### config.mk
export PLATFORM = sky130hd
export DESIGN_NAME = add_round_key_stage
export DESIGN_NICKNAME = d
export VERILOG_FILES = /design/src/rtl/add_round_key_stage.sv
export SDC_FILE = /design/constraint.sdc
export NUM_CORES = 2
export LEC_CHECK = 0
export BUFFER_PORTS_ARGS = -buffer_cell sky130_fd_sc_hd__buf_4
export CAP_MARGIN = 20
export CORE_MARGIN = 5
export CORE_UTILIZATION = 30
export CTS_CLUSTER_DIAMETER = 100
export DETAILED_ROUTE_END_ITERATION = 10
export SYNTH_ARGS = -nofsm -noshare
export SYNTH_HDL_FRONTEND = slang
export SYNTH_SLANG_ARGS = --single-unit
### constraint.sdc
create_clock -name clk -period 16.38 [get_ports clk]
set_clock_uncertainty 0.05 [all_clocks]
set_input_delay 0 -clock clk [delete_from_list [all_inputs] [get_ports clk]]
set_output_delay 0 -clock clk [all_outputs]
set_load 0.01 [all_outputs]
### src/rtl/add_round_key_stage.sv
// AES-128 AddRoundKey stage with an on-the-fly key schedule.
// Each accepted state is XORed with the current round key and registered.
module add_round_key_stage #(
    parameter int NR = 10
) (
    input  logic                   clk,
    input  logic                   rst,
    input  logic                   key_load,
    input  logic [0:3][0:3][7:0]   key_matrix,
    output logic                   key_loaded,
    input  logic                   in_valid,
    output logic                   in_ready,
    input  logic [0:3][0:3][7:0]   state_matrix,
    output logic                   out_valid,
    input  logic                   out_ready,
    output logic [0:3][0:3][7:0]   out_matrix,
    output logic [3:0]             out_round,
    output logic                   out_last
);

    localparam logic [3:0] NR_L = 4'(NR);

    logic [0:3][0:3][7:0] ck;
    logic [0:3][0:3][7:0] rk;
    logic [0:3][0:3][7:0] nrk;
    logic [3:0]           rc;
    logic [7:0]           rcon;
    logic                 accept;
    logic [31:0]          w  [0:3];
    logic [31:0]          nw [0:3];
    logic [31:0]          rot;
    logic [31:0]          t;

    function automatic logic [7:0] xtime(input logic [7:0] a);
        return {a[6:0], 1'b0} ^ (a[7] ? 8'h1b : 8'h00);
    endfunction

    function automatic logic [7:0] gf_mul(input logic [7:0] a,
                                          input logic [7:0] b);
        logic [7:0] p;
        logic [7:0] x;
        p = 8'h00;
        x = a;
        for (int i = 0; i < 8; i++) begin
            if (b[i]) p = p ^ x;
            x = xtime(x);
        end
        return p;
    endfunction

    // S-box as GF(2^8) inverse (x^254, zero maps to zero) then affine map.
    function automatic logic [7:0] sbox(input logic [7:0] a);
        logic [7:0] sq;
        logic [7:0] r;
        sq = a;
        r  = 8'h01;
        for (int i = 1; i < 8; i++) begin
            sq = gf_mul(sq, sq);
            r  = gf_mul(r, sq);
        end
        return r ^ {r[6:0], r[7]} ^ {r[5:0], r[7:6]}
                 ^ {r[4:0], r[7:5]} ^ {r[3:0], r[7:4]} ^ 8'h63;
    endfunction

    assign in_ready = key_loaded & ~key_load & (~out_valid | out_ready);
    assign accept   = in_valid & in_ready;

    // Next round key: one full AES-128 expansion step from the current key.
    always_comb begin
        for (int c = 0; c < 4; c++) begin
            w[c] = {rk[0][c], rk[1][c], rk[2][c], rk[3][c]};
        end
        rot = {w[3][23:0], w[3][31:24]};
        t   = {sbox(rot[31:24]), sbox(rot[23:16]),
               sbox(rot[15:8]),  sbox(rot[7:0])} ^ {rcon, 24'h0};
        nw[0] = w[0] ^ t;
        nw[1] = w[1] ^ nw[0];
        nw[2] = w[2] ^ nw[1];
        nw[3] = w[3] ^ nw[2];
        nrk = '0;
        for (int c = 0; c < 4; c++) begin
            nrk[0][c] = nw[c][31:24];
            nrk[1][c] = nw[c][23:16];
            nrk[2][c] = nw[c][15:8];
            nrk[3][c] = nw[c][7:0];
        end
    end

    // Key registers: load, advance per accepted beat, wrap after round NR.
    always_ff @(posedge clk or posedge rst) begin
        if (rst) begin
            ck         <= '0;
            rk         <= '0;
            rc         <= 4'd0;
            rcon       <= 8'h01;
            key_loaded <= 1'b0;
        end else if (key_load) begin
            ck         <= key_matrix;
            rk         <= key_matrix;
            rc         <= 4'd0;
            rcon       <= 8'h01;
            key_loaded <= 1'b1;
        end else if (accept) begin
            if (rc == NR_L) begin
                rk   <= ck;
                rc   <= 4'd0;
                rcon <= 8'h01;
            end else begin
                rk   <= nrk;
                rc   <= rc + 4'd1;
                rcon <= xtime(rcon);
            end
        end
    end

    // Output register: capture on accept, clear valid once popped.
    always_ff @(posedge clk or posedge rst) begin
        if (rst) begin
            out_valid  <= 1'b0;
            out_matrix <= '0;
            out_round  <= 4'd0;
            out_last   <= 1'b0;
        end else if (accept) begin
            out_valid  <= 1'b1;
            out_matrix <= state_matrix ^ rk;
            out_round  <= rc;
            out_last   <= (rc == NR_L);
        end else if (out_ready) begin
            out_valid  <= 1'b0;
        end
    end

endmodule

==> run metrics <==
Min-Delay Path Depth 4; num rows 186; Sink Count 403; buffers plus inverters on the worst setup path 5; CTS Buffer Depth 3; register bit count reported by yosys 403; port bufs 396; Max stage delay on crit path 0.56 ns; register area share after synthesis 13.09%; cell area after synthesis 0.07707 mm^2; largest net degree at the start of global routing 209; Post-Place Cell Area 0.08574 mm^2; initial antenna violation count 14; Crit path required time 16.85 ns; chip height 516.9 um; Total Wirelength 271800 um; Met3 Routed Length 15000 um; Post-Syn Instances 9755; TNS Setup 0 ns; vias in the first global route 68.52k; routed wire length on met2 128700 um; dpl hpwl 201300 um; CTS tree done; CP arrival 16.26 ns; Overflow after GRT 0; fin area 0.09206 mm^2; CP startpoint kind flop; top cell type's share of synthesized area 20.16%; Post-Syn Nets 10.04k; Mean Syn Cell Area 7.901 um^2; cell accounting for the most synthesized area xnor2_1; max-slew violation count 0; Area Growth Syn to Fin 19.44%; Layout Nets 10.65k; io pins 397; Final Hold Viols 0; CP endpoint kind flop; EDFF count, synth 0; vias per std cell 5.302; Yosys cell types 119; Worst path slowest cell xor3_2; Worst-Margin Slew 1.313 ns; Clock transition at path regs 0.06 ns; Top Metal Used met4; Final min period 15.78 ns; die area 0.2671 mm^2; Slew Limit Headroom 12.49%; CP delay by family, top XOR/XNOR gates; final setup vio count 0; unrepaired setup endpoints after global routing yes; worst min-delay path category input pin to flop; status finished clean; Crit path top cell by count xnor3_1; Fmax 63.35 MHz; Initial Util 30.08%; GPL Wtd Cong 0.9232; Worst-Skew Late Latency 0.66 ns; Core Region 0.2562 mm^2; First-pass DRT Iterations 7; Setup CP Type flop to flop; top-count cell post-synth xnor2_1; period utilisation layout 96.36%; H-tree depth 2; wire per inst 19.69 um; final antenna-violating net count 0; Residual DRC 0; Synth Flop Type dfrtp_1; fraction of registers with async set/reset 100.0%; Reg2Reg Depth 54; layout cells sized above 1 15.94%; peak fanout along the critical path 11; Die Width 516.9 um; Via Count 73.20k; Synth area leaders xnor2_1 20%, dfrtp_1 13%, xnor3_1 10%; FILL cells 26.31k; Num CTS Buffers 47; most frequent cells after synthesis 1774 x xnor2_1, 1237 x nor2_1, 1023 x nand2_1; Global Route Usage Sum 19.28%; DRT iter0 DRCs 6977; global-route wire length before repair 416600 um; max-cap viol count 0; Critical Path Stages 54; pre-CTS setup slack -0.5250 ns; CTS root buf clkbuf_16; M1 wire length 117300 um; Yosys warning total 0; post-route setup slack 0.5958 ns
## registers in the layout (all words and copies together), names as in the netlist, 4 cells and up
register	count
rc	4
out_matrix	128
rk	128
rcon	8
out_round	4
ck	128
## logic make-up after synthesis
logic type	Yosys count	share of synthesized area [%]
AO/OA/AOI/OAI	2185	18.41
XOR/XNOR	2754	40.73
adder cells (fa/ha/maj)	27	0.4188
buffers and inverters	819	4.463
flip-flops	403	13.09
multiplexers	331	4.484
AND/OR/NAND/NOR	3236	18.41
## worst min-delay path: cells and delay by family
kind	cells	cell delay, ns
AOI/OAI and AO/OA	1	0.07
buffers and inverters	2	0.63
and+or+nand+nor	1	0.06
## through the flow
stage          instances  util, %  hold slack [ns]
2_1_floorplan       9755        -          0.01223
3_3_place_gp       13370    33.45          0.05167
3_5_place_dp       13370    33.46          0.05073
4_1_cts            13720    35.20          0.04850
5_1_grt            13800    35.92          0.08409
6_report           13810    35.93          0.08552
## layout make-up
| cell class | count | area [um^2] | area share, % |
|---|---|---|---|
| Clock buffer | 69 | 1389 | 1.509 |
| Tap cell | 3384 | 4234 | 4.599 |
| Sequential cell | 403 | 10090 | 10.96 |
| Inverter | 137 | 523.0 | 0.5681 |
| Clock inverter | 17 | 261.5 | 0.2841 |
| Antenna cell | 17 | 42.54 | 0.04621 |
| Timing Repair Buffer | 1244 | 10090 | 10.96 |
| Multi-Input combinational cell | 8534 | 65430 | 71.07 |
## what timing repair did
action / 4_1_cts / 5_1_grt
pin swaps: 1 / 39
hold buffers: 266 / 0
buffers inserted: 2 / 59
resized for setup: 21 / 200
endpoints found under the hold margin: 456 / 0
setup endpoints to repair: 42 / 123
gates cloned: 0 / 1
## per-layer routing
layer / vias to the layer above / track usage (%)
met5: - / 0
li1: 35160 / -
met4: 0 / 6.969
met1: 35210 / 25.91
met3: 354 / 1.410
met2: 2479 / 32.51
## layout by cell type, fill, tap and decap left out, types with 39 or more instances in the layout
cell              n
xnor3_2          45
o211ai_1         95
o21ai_1          51
inv_1           111
nand2b_1         57
or3_1            42
mux2i_1         217
a21o_1           39
o21ai_0         548
nand3_1         225
and3_1           50
and2_1           47
o21a_1           41
xnor3_1         324
nor3_1          259
xor3_1           40
mux2_2          114
xnor2_1        1661
o22ai_1         115
nor2b_1          67
xnor2_4          54
xor2_1          390
nand4_1          42
a21oi_1         515
buf_4           970
clkbuf_16        47
a22oi_1          73
xor2_2           46
a31oi_1          81
a211oi_1        104
dfrtp_1         400
nand2_1        1018
xnor2_2         160
dlygate4sd3_1   266
nor2_1         1225
o221ai_1         42
## final timing paths
check                                      startpoint                    endpoint  slack (ns)
min in group asynchronous                         rst  out_matrix[14]$_DFFE_PP0P_        0.53
max                                rk[64]$_DFFE_PP0P_         rk[101]$_DFFE_PP0P_        0.60
max reg2reg                        rk[64]$_DFFE_PP0P_         rk[101]$_DFFE_PP0P_        0.60
min reg2reg                out_matrix[98]$_DFFE_PP0P_  out_matrix[98]$_DFFE_PP0P_        0.43
max in group asynchronous                         rst          rk[38]$_DFFE_PP0P_       13.63
min                                   key_matrix[119]         ck[119]$_DFFE_PP0P_        0.09
Power is not shown: default switching activity piles up to over one toggle a cycle in this logic, so the estimate is an artifact.
